File: src/rtl/serial_adder_pkg.sv
// serial_adder_pkg: shared state encodings, default width and counter sizing for serial_adder.
package serial_adder_pkg;
    localparam int SA_N_DEFAULT = 8;
    typedef enum logic [1:0] {
        SA_IDLE = 2'd0,
        SA_RUN  = 2'd1,
        SA_DONE = 2'd2
    } sa_state_t;
    function automatic int cnt_width(input int n);
        return (n > 1) ? $clog2(n) : 1;
    endfunction
endpackage

File: src/rtl/serial_adder_fa_v1.sv
// fa_v1: 1-bit full adder cell.
module fa_v1 (
    input  logic a,
    input  logic b,
    input  logic ci,
    output logic s,
    output logic co
);
    assign s  = a ^ b ^ ci;
    assign co = (a & b) | (ci & (a ^ b));
endmodule

File: src/rtl/serial_adder.sv
// serial_adder: bit-serial N-bit adder, one fa_v1 cell, LSB first, N cycles per add.
// Optional signed-overflow output enabled by defining SERIAL_ADDER_OVF_EN.
module serial_adder
    import serial_adder_pkg::*;
#(
    parameter int N = SA_N_DEFAULT
) (
    input  logic         clk,
    input  logic         reset,
    input  logic         start,
    input  logic [N-1:0] a,
    input  logic [N-1:0] b,
    input  logic         c_in,
    output logic         busy,
    output logic         done,
    output logic [N-1:0] sum,
    output logic         c_out
`ifdef SERIAL_ADDER_OVF_EN
    ,
    output logic         ovf
`endif
);
    localparam int CW = cnt_width(N);
    sa_state_t state, next;
    logic [N-1:0] op_a, op_b, res, res_next;
    logic [N:0] res_ext;
    logic [CW-1:0] cnt;
    logic carry, fa_s, fa_c, last, load, run;

    fa_v1 u_fa (
        .a (op_a[0]),
        .b (op_b[0]),
        .ci(carry),
        .s (fa_s),
        .co(fa_c)
    );

    assign run      = state == SA_RUN;
    assign last     = cnt == CW'(N - 1);
    assign load     = start && !run;
    assign res_ext  = {fa_s, res};
    // dropping the LSB of {sum_bit, res} works for N=1 as well as wider results
    assign res_next = res_ext[N:1];

    always_ff @(posedge clk) begin
        if (reset) state <= SA_IDLE;
        else state <= next;
    end

    always_comb begin
        next = run ? (last ? SA_DONE : SA_RUN) : (start ? SA_RUN : SA_IDLE);
    end

    always_comb begin
        busy = run;
        done = state == SA_DONE;
    end

    always_ff @(posedge clk) begin
        if (reset) begin
            op_a  <= '0;
            op_b  <= '0;
            res   <= '0;
            carry <= 1'b0;
            cnt   <= '0;
            sum   <= '0;
            c_out <= 1'b0;
        end else if (load) begin
            op_a  <= a;
            op_b  <= b;
            carry <= c_in;
            cnt   <= '0;
        end else if (run) begin
            op_a  <= op_a >> 1;
            op_b  <= op_b >> 1;
            carry <= fa_c;
            res   <= res_next;
            cnt   <= cnt + CW'(1);
            if (last) begin
                sum   <= res_next;
                c_out <= fa_c;
            end
        end
    end

`ifdef SERIAL_ADDER_OVF_EN
    // on the last bit, carry holds the carry into the MSB
    always_ff @(posedge clk) begin
        if (reset) ovf <= 1'b0;
        else if (run && last) ovf <= carry ^ fa_c;
    end
`endif
endmodule
File: config.mk
export PLATFORM = sky130hd
export DESIGN_NAME = serial_adder
export DESIGN_NICKNAME = d
export VERILOG_FILES = /design/src/rtl/serial_adder_pkg.sv /design/src/rtl/serial_adder_fa_v1.sv /design/src/rtl/serial_adder.sv
export SDC_FILE = /design/constraint.sdc
export NUM_CORES = 1
export LEC_CHECK = 0
export CAP_MARGIN = 20
export CORE_ASPECT_RATIO = 0.9
export CORE_MARGIN = 8
export CORE_UTILIZATION = 40
export DETAILED_ROUTE_END_ITERATION = 8
export SYNTH_ARGS = -nofsm -noshare
export SYNTH_HDL_FRONTEND = slang
export SYNTH_SLANG_ARGS = --single-unit
File: constraint.sdc
create_clock -name clk -period 1.6 [get_ports clk]
set_input_delay 0.16 -clock clk [delete_from_list [all_inputs] [get_ports clk]]
set_output_delay 0.16 -clock clk [all_outputs]
set_load 0.01 [all_outputs]
==> results of run 1 <==
==> cells in the mapped netlist <==
master	n
dfxtp_1	38
mux2i_1	17
nand2_1	16
a211oi_1	15
nor2_1	15
a21oi_1	10
a22o_1	9
buf_2	5
clkbuf_1	3
nand3b_1	3
buf_4	2
ha_1	2
nor3_1	2
a21oi_4	1
and2b_1	1
buf_6	1
fa_1	1
inv_2	1
nand2b_1	1
nand2b_4	1
nor3b_4	1
o21a_1	1
==> report_power, final <==
group,switching (W),internal [W],total [W]
sequential,0.0000260,0.000990,0.00102
clock,0.000329,0.000665,0.000994
combinational,0.000104,0.000119,0.000222
==> worst paths after layout <==
path	cells past startpoint	to	from	slack, ns
min reg2reg	2	res[1]	res[1]	0.47
min	2	res[1]	res[1]	0.47
max reg2reg	4	sum[0]	cnt[0]	0.17
max	2	done	state[0]	0.11
==> worst max-delay path, cell delays in order (launching register included) <==
cell             delay (ns)
dfxtp_1                0.33
and2b_1                0.19
clkdlybuf4s50_1        0.53
==> sequential cells by signal (all words and copies together) (netlist names) <==
name   cells
state      2
carry      1
c_out      1
sum        8
op_b       8
res        7
cnt        3
op_a       8
==> kinds of logic (layout without fill, tap and decap cells) <==
group / Yosys count / after routing
AND/OR/NAND/NOR: 40 / 40
multiplexers: 17 / 17
adder cells (fa/ha/maj): 3 / 3
flip-flops: 38 / 38
buffers and inverters: 12 / 46
AO/OA/AOI/OAI: 36 / 36
==> layer usage <==
metal | global-route usage, % | part of all wire [%] | up-vias
li1 | - | - | 583
met4 | 5.44 | 1.4 | 0
met2 | 16.5 | 48 | 20
met3 | 3.50 | 4.9 | 5
met5 | 0 | 0 | -
met1 | 12.9 | 46 | 523
==> through the flow <==
step | cells | hold WS [ns] | worst slack, ns | power (W) | utilization [%]
after floorplan | 146 | 0.262 | 0.370 | 0.00117 | -
after global placement | 217 | 0.451 | 0.223 | 0.00125 | 50.8
after detailed placement | 217 | 0.462 | 0.170 | 0.00126 | 50.8
after CTS | 226 | 0.473 | 0.0962 | 0.00226 | 54.9
after global routing | 226 | 0.492 | 0.0373 | 0.00233 | 54.9
final | 226 | 0.469 | 0.113 | 0.00223 | 54.9
==> layout make-up <==
type,instances,area (um^2),area share (%)
Clock buffer,6,82.6,4.12
Clock inverter,2,60.1,2.99
Inverter,1,3.75,0.187
Multi-Input combinational cell,96,676,33.7
Sequential cell,38,761,37.9
Tap cell,46,57.6,2.87
Timing Repair Buffer,37,365,18.2
==> repair_timing <==
item,in CTS,in global routing
endpoints found under the setup margin,1,0
setup buffers,1,0
gates resized for setup,0,0
==> flow_summary_export.csv, run 1 <==
group,metric,value,unit
clocking,cts_tree,"yes",
final_layout,fin_nets,202,
worst_setup_path,cp.arrival,1.33,ns
place,dpl-instance-area,0.00186,mm^2
run,cap_violations,0,
logic_synthesis,synth_compound_area_share,17.7,%
logic_synthesis,synth.area.mux_share,11.3,%
grt,gr-total-overflow,0,
grt,grt_pass1_wl,4950,um
die,die_x,80.6,um
die,rows,21,
outcome,status,"completed",
logic_synthesis,yosys.area.top_type,"dfxtp_1",
timing,fin_crit,1.49,ns
pwr,p_leak,0.803,nW
clocking,clk_latency,0.28,ns
logic_synthesis,synth-simple-area-share,13.0,%
die,dieArea,0.00598,mm^2
timing,slew_headroom,71.7,%
logic_synthesis,synth_area_per_cell,10.3,um^2
logic_synthesis,synth_top_area_share,50.6,%
detailed_routing,vias,1131,
clocking,clock_sinks,38,
clocking,hold_buffers,0,
die,core-area,0.00365,mm^2
logic_synthesis,netlist_area,0.00150,mm^2
timing,rsz0062_at_grt,"false",
pwr,vdd_drop_max,0.698,mV
die,initial_core_util,41.1,%
grt,track_usage,10.7,%
logic_synthesis,yosys.area_share.xor_xnor,0,%
detailed_routing,route.detailed.wl_per_inst,13.3,um
final_layout,final_common_cell,"dfxtp_1",
timing,setup_viol_count_final,0,
clocking,cts_buffers,5,
worst_setup_path,crit_path_max_fanout,2,
logic_synthesis,synthAdderAreaFrac,3.00,%
detailed_routing,vias_per_cell,5.00,
final_layout,diodes,0,
clocking,clock-root-buffer,"clkbuf_8",
detailed_routing,drt_first_iter_violations,33,
detailed_routing,ant_nets,0,
place,dp_hpwl,2180,um
timing,slew_viol_final,0,
timing,tns,0,ns
logic_synthesis,synthTopCellsByArea,"dfxtp_1 (51%), mux2i_1 (11%), a211oi_1 (7.5%), a22o_1 (5.2%), nand2_1 (4.0%)",
worst_setup_path,endpoint_kind,"output pin",
timing,fin_skew,0.00411,ns
worst_setup_path,path_class,"reg -> out",
logic_synthesis,syn_nets,169,
clocking,clockBufferDepth,2,
place,gp_congestion,0.691,
logic_synthesis,seq_area_frac_synth,50.6,%
detailed_routing,drc,0,
final_layout,drive_gt1_share,10.6,%
worst_hold_path,min_path_type,"reg -> reg",
detailed_routing,drtPass1Iterations,4,
pwr,p_per_area,1110,mW/mm^2
place,portBuffers,30,
worst_setup_path,cp-start-kind,"flop",
final_layout,mostFrequentLayoutCells,"dfxtp_1 (38), clkdlybuf4s50_1 (30), mux2i_1 (17)",
clocking,cts_max_level,2,
timing,fmax,672,MHz
grt,antenna_found_initial,0,
logic_synthesis,synth_top_family_by_area,"compound AO/OA/AOI/OAI gates",
logic_synthesis,synthCells,146,
clocking,clkTransAtPathRegs,0.07,ns
final_layout,fill_cells,322,
grt,grt_max_degree,22,
detailed_routing,wl,3010,um
logic_synthesis,ys_ff_latch,38,
timing,hold_viol_final,0,
timing,min_period_over_period,93.0,%
logic_synthesis,yosys_warnings,0,
grt,grt_pass1_vias,1070,
worst_setup_path,crit_required,1.44,ns
final_layout,area.growth.synth_to_final,33.5,%
die,io_pins,31,
logic_synthesis,ys_types,22,
timing,tightest_slew,0.424,ns
die,die_h,74.1,um
final_layout,design_area,0.00201,mm^2
No activity file was read; power rests on OpenSTA's default activity.
==> inputs of run 2 (changes only) <==
--- a/config.mk
+++ b/config.mk
@@ -12,4 +12,5 @@
 export DETAILED_ROUTE_END_ITERATION = 8
 export SYNTH_ARGS = -nofsm -noshare
 export SYNTH_HDL_FRONTEND = slang
+export SYNTH_HIERARCHICAL = 1
 export SYNTH_SLANG_ARGS = --single-unit
==> constraint.sdc (replaced) <==
create_clock -name clk -period 1.4 [get_ports clk]
set_input_delay 0.14 -clock clk [delete_from_list [all_inputs] [get_ports clk]]
set_output_delay 0.14 -clock clk [all_outputs]
set_load 0.01 [all_outputs]
==> run 2 against run 1 <==
Utilization shrank 3.0 points. Critical endpoint is now sum[2]. Clock skew increased by 0.0013 ns. Synthesized cell count grew 16%. Non-clock buffer count fell by 1. Die area increased by 9.6%.
==> flow_summary_export.csv, run 2 <==
group,metric,value,unit
timing,rsz0062_at_grt,"false",
logic_synthesis,synthAdderAreaFrac,3.41,%
worst_hold_path,hold_start,"res[1]",
worst_hold_path,min_path_type,"reg -> reg",
timing,fmax,751,MHz
final_layout,design_area,0.00212,mm^2
clocking,cts_tree,"yes",
worst_setup_path,slowest_delay,0.55,ns
clocking,clockBufferDepth,2,
die,die_h,77.6,um
final_layout,fin_nets,224,
place,gp_congestion,0.731,
logic_synthesis,yosys.area_share.xor_xnor,0,%
outcome,status,"completed",
detailed_routing,ant_nets,0,
detailed_routing,wl,3420,um
worst_setup_path,r2r_slack,0.11,ns
final_layout,drive_gt1_share,21.9,%
clocking,clk_latency,0.29,ns
worst_setup_path,crit_required,1.26,ns
timing,fin_crit,1.33,ns
detailed_routing,drt_first_iter_violations,56,
pwr,p_per_area,1050,mW/mm^2
die,core-area,0.00407,mm^2
timing,slew_viol_final,0,
grt,grt_pass1_wl,5660,um
die,rows,22,
logic_synthesis,yosys_warnings,6,
worst_setup_path,path_cells,"clkdlybuf4s50_1",
timing,fin_skew,0.00540,ns
detailed_routing,vias,1257,
logic_synthesis,synth_top_area_share,45.1,%
worst_setup_path,worstRegToRegCells,5,
timing,tns,0,ns
final_layout,mostFrequentLayoutCells,"dfxtp_1 (38), nand2_1 (34), clkdlybuf4s50_1 (28)",
timing,tightest_slew,0.293,ns
detailed_routing,vias_per_cell,5.05,
logic_synthesis,synth_compound_area_share,17.1,%
logic_synthesis,async_flop_share,0,%
grt,grt_pass1_vias,1286,
clocking,cts_setup_buffers,0,
logic_synthesis,yosys-top-cells-count,"dfxtp_1 (38), nand2_1 (34), a21oi_1 (19)",
worst_hold_path,min_to,"sum[0]",
place,placed_cells,240,
die,initial_core_util,41.4,%
detailed_routing,route.detailed.wl_per_inst,13.7,um
worst_setup_path,worst-path-buf-inv,1,
worst_setup_path,path_class,"reg -> out",
detailed_routing,drc,0,
run,cap_violations,0,
grt,gr-total-overflow,0,
logic_synthesis,synth_top_family_by_area,"simple AND/OR/NAND/NOR gates",
logic_synthesis,yosys.area.top_type,"dfxtp_1",
logic_synthesis,synth.area.mux_share,10.1,%
logic_synthesis,synth_edf_count,0,
logic_synthesis,synthTopCellsByArea,"dfxtp_1 (45%), a211oi_2 (11%), mux2i_1 (10%), nand2_1 (7.6%), a21oi_1 (5.6%)",
logic_synthesis,seq_area_frac_synth,45.1,%
logic_synthesis,yosys.cell_count.top_type,"dfxtp_1",
die,dieArea,0.00655,mm^2
logic_synthesis,ys_types,22,
final_layout,diodes,0,
pwr,p_leak,0.797,nW
logic_synthesis,synth_area_per_cell,9.97,um^2
clocking,cts_buffers,5,
timing,slew_headroom,80.5,%
final_layout,final_common_cell,"dfxtp_1",
grt,antenna_found_initial,0,
worst_setup_path,crit_path_top_delay_cell,"clkdlybuf4s50_1",
place,dpl-instance-area,0.00201,mm^2
worst_setup_path,cp.arrival,1.19,ns
detailed_routing,drtPass1Iterations,4,
worst_setup_path,cp-start-kind,"flop",
worst_setup_path,crit_path_max_fanout,2,
die,die_x,84.4,um
worst_setup_path,r2r-end,"sum[3]",
worst_setup_path,crit_family,"buffers and inverters",
clocking,clkTransAtPathRegs,0.08,ns
logic_synthesis,syn_nets,193,
timing,setup_viol_count_final,0,
timing,min_period_over_period,95.1,%
logic_synthesis,ys_ff_latch,38,
die,io_pins,31,
clocking,clock-root-buffer,"clkbuf_8",
worst_setup_path,endpoint_kind,"output pin",
grt,track_usage,10.6,%
logic_synthesis,synth-simple-area-share,17.4,%
place,dp_hpwl,2230,um
clocking,cts_max_level,2,
grt,grt_max_degree,39,
worst_hold_path,hold_depth,2,
logic_synthesis,synthCells,169,
clocking,clock_sinks,38,
final_layout,area.growth.synth_to_final,25.6,%
final_layout,final_cells,249,
place,portBuffers,30,
pwr,vdd_drop_max,0.520,mV
logic_synthesis,synthFlopType,"dfxtp_1",
timing,hold_viol_final,0,
logic_synthesis,netlist_area,0.00169,mm^2
final_layout,reg_top3,"op_a x8, op_b x8, sum x8",
worst_setup_path,reg2reg_from,"cnt[0]",
[run 2: cell count changes after synthesis, moves of 10 or more]
cell      before  now
a211oi_1      15    0
a211oi_2       0   15
nand2_1       16   34
nor2_2         0   10
[run 2: through the flow]
stage               util [%]  setup slack, ns  power [W]  hold slack (ns)
floorplan                  -            0.191    0.00139            0.335
global placement        49.3            0.109    0.00147            0.445
detailed placement      49.3           0.0178    0.00148            0.445
CTS                     51.6           0.0564    0.00225            0.456
global route            52.0          0.00482    0.00232            0.471
finish                  52.0           0.0680    0.00222            0.454
[run 2: what timing repair did]
item,4_1_cts,5_1_grt
gates cloned,0,1
hold buffers,0,0
resized for setup,3,2
endpoints found under the setup margin,3,2
[run 2: how the worst max path moves through the flow]
| stage | start | end | slack [ns] | cells after the start |
|---|---|---|---|---|
| global route | cnt[0] | sum[4] | 0.005 | 5 |
| CTS | sum[1] | sum[1] | 0.06 | 1 |
| detailed placement | cnt[0] | sum[1] | 0.02 | 5 |
| global placement | start | op_b[5] | 0.11 | 4 |
| floorplan | cnt[0] | c_out | 0.19 | 6 |
| finish | sum[2] | sum[2] | 0.07 | 1 |
[run 2: routing by layer]
layer | routed length [um] | up-vias | GRT usage, %
met5 | 0 | - | 0
met4 | 66 | 0 | 5.86
met3 | 172 | 7 | 3.37
met2 | 1690 | 34 | 18.5
met1 | 1490 | 579 | 11.0
li1 | - | 637 | -
[run 2: final cells by class]
type                       count  area [um^2]
timing repair buffer          36          372
clock inverter                 2         12.5
clock buffer                   6         82.6
fill                         377         1960
sequential                    38          761
tap                           48         60.1
inverter                       1         6.26
multi-input combinational    118          823
[run 2: logic make-up after synthesis]
family / after synthesis
muxes: 17
adders and majority gates: 4
buffers and inverters: 14
DFF: 38
AOI/OAI and AO/OA: 35
and+or+nand+nor: 61
[run 2: where the power goes]
group	internal, W	leakage [nW]	total (W)	switching [W]
Sequential	0.00113	0.311	0.00116	0.0000319
Clock	0.000395	0.0472	0.000777	0.000382
Combinational	0.000147	0.439	0.000286	0.000139
==> inputs of run 3 (changes only) <==
--- a/config.mk
+++ b/config.mk
@@ -6,10 +6,14 @@
 export NUM_CORES = 1
 export LEC_CHECK = 0
 export CAP_MARGIN = 20
+export CELL_PAD_IN_SITES_DETAIL_PLACEMENT = 1
+export CELL_PAD_IN_SITES_GLOBAL_PLACEMENT = 2
 export CORE_ASPECT_RATIO = 0.9
 export CORE_MARGIN = 8
-export CORE_UTILIZATION = 40
+export CORE_UTILIZATION = 38
 export DETAILED_ROUTE_END_ITERATION = 8
+export DONT_BUFFER_PORTS = 1
+export PLACE_DENSITY_LB_ADDON = 0.1
 export SYNTH_ARGS = -nofsm -noshare
 export SYNTH_HDL_FRONTEND = slang
 export SYNTH_HIERARCHICAL = 1
==> run 3 against run 2 <==
Sequential power hardly changed. Combinational power is 25% lower. Clock skew is 0.0021 ns higher. Global-route usage is 0.12 points lower. Non-clock buffer count is 32 lower. Sequential share of layout area is 5.6 points higher. First-iteration DRC count is 3.6% higher. Register-to-register slack worse by 0.03 ns. Sequential cell count stayed put. Utilization is 10 points lower.
==> flow_summary_export.csv, run 3 (same netlist as run 2, synthesis figures left out) <==
group,metric,value,unit
worst_setup_path,crit_required,1.63,ns
detailed_routing,wl,3400,um
detailed_routing,route.detailed.wl_per_inst,14.7,um
grt,grt_max_degree,39,
worst_setup_path,endpoint_kind,"flop",
worst_setup_path,r2r_slack,0.08,ns
detailed_routing,drt_first_iter_violations,58,
final_layout,fill_cells,510,
final_layout,diodes,0,
grt,grt_pass1_wl,5510,um
final_layout,multi_input_area,823,um^2
timing,fin_crit,1.32,ns
timing,setup_viol_count_final,0,
clocking,cts_max_level,2,
timing,hold_viol_final,0,
worst_setup_path,reg2reg_from,"cnt[0]",
clocking,cts_buffers,5,
run,cap_violations,0,
worst_hold_path,hold_start,"start",
clocking,clk_latency,0.30,ns
worst_setup_path,cp.arrival,1.54,ns
grt,grt_pass1_vias,1150,
grt,antenna_found_initial,0,
detailed_routing,drtPass1Iterations,4,
detailed_routing,drc,0,
timing,fin_hold_ws,0.0227,ns
clocking,clockBufferDepth,2,
worst_setup_path,path_class,"reg -> reg",
worst_hold_path,min_path_type,"in -> reg",
outcome,status,"completed",
worst_setup_path,crit_path_max_fanout,10,
final_layout,final_common_cell,"dfxtp_1",
pwr,vdd_drop_max,0.554,mV
clocking,clock_sinks,38,
pwr,p_per_area,1180,mW/mm^2
detailed_routing,ant_nets,0,
worst_setup_path,worstRegToRegCells,6,
grt,track_usage,10.4,%
timing,slew_viol_final,0,
place,portBuffers,0,
detailed_routing,vias_per_cell,4.91,
worst_hold_path,min_to,"state[0]",
die,die_h,79.2,um
die,rows,23,
clocking,cts_tree,"yes",
final_layout,fin_nets,192,
grt,gr-total-overflow,0,
timing,slew_headroom,81.4,%
die,core-area,0.00437,mm^2
clocking,clock-root-buffer,"clkbuf_8",
final_layout,drive_gt1_share,24.9,%
final_layout,final_cells,231,
pwr,p_leak,0.673,nW
timing,fmax,759,MHz
place,placed_cells,221,
final_layout,reg_top3,"op_a x8, op_b x8, sum x8",
place,dp_hpwl,2320,um
worst_setup_path,cp-startpoint,"cnt[0]",
timing,rsz0062_at_grt,"false",
die,io_pins,31,
timing,tns,0,ns
place,gp_congestion,0.656,
worst_setup_path,cp-start-kind,"flop",
timing,min_period_over_period,94.1,%
final_layout,regArea,761,um^2
timing,tightest_slew,0.278,ns
detailed_routing,vias,1134,
die,dieArea,0.00683,mm^2
die,die_x,86.2,um
clocking,clkTransAtPathRegs,0.08,ns
worst_setup_path,r2r-end,"sum[6]",
final_layout,mostFrequentLayoutCells,"dfxtp_1 (38), nand2_1 (34), a21oi_1 (19)",
timing,fin_skew,0.00747,ns
die,initial_core_util,38.5,%
worst_hold_path,hold_depth,2,
final_layout,area.growth.synth_to_final,8.61,%
## run 3: metal layers
| layer | GRT usage (%) | wire length [um] | vias to the layer above |
|---|---|---|---|
| li1 | - | - | 571 |
| met1 | 11.8 | 1560 | 535 |
| met2 | 15.7 | 1490 | 22 |
| met3 | 5.36 | 287 | 6 |
| met4 | 5.67 | 72 | 0 |
| met5 | 0 | 0 | - |
## run 3: timing repair
action	4_1_cts	5_1_grt
hold buffers	1	0
endpoints found under the hold margin	38	0
setup buffers	0	0
gates resized for setup	1	1
endpoints found under the setup margin	1	4
gates cloned	0	1
## run 3: worst max path at each step
stage,endpoint,cells past startpoint,slack [ns]
finish,sum[6],6,0.08
global route,c_out,6,0.007
CTS,sum[6],6,0.07
detailed placement,c_out,5,0.02
global placement,sum[2],5,0.07
floorplan,c_out,6,0.19
## run 3: through the flow
step / total power [W] / utilization [%] / instance area (um^2) / worst slack, ns
final: 0.00217 / 41.8 / 1830 / 0.0824
after global routing: 0.00229 / 41.8 / 1830 / 0.00712
after CTS: 0.00221 / 41.6 / 1820 / 0.0709
after detailed placement: 0.00138 / 38.9 / 1700 / 0.0157
after global placement: 0.00137 / 38.9 / 1700 / 0.0673
after floorplan: 0.00139 / - / 1690 / 0.191
## run 3: critical path, stage by stage, from the launching register on
cell	delay [ns]
dfxtp_1	0.33
ha_1	0.22
ha_2	0.20
nand3b_1	0.13
buf_12	0.14
nand2_1	0.07
a21oi_1	0.16
## run 3: layout make-up
type / count / area share, %
Timing Repair Buffer: 4 / 3.69
Clock buffer: 6 / 4.51
Clock inverter: 2 / 0.684
Inverter: 1 / 0.342
Sequential cell: 38 / 41.6
Tap cell: 62 / 4.24
Multi-Input combinational cell: 118 / 45.0
## run 3: power breakdown
| group | internal (W) | switching, W | total [W] | leakage [nW] |
|---|---|---|---|---|
| sequential | 0.00113 | 0.0000317 | 0.00116 | 0.311 |
| clock | 0.000396 | 0.000397 | 0.000792 | 0.0472 |
| combinational | 0.0000978 | 0.000117 | 0.000215 | 0.315 |
| total | 0.00162 | 0.000545 | 0.00217 | 0.673 |
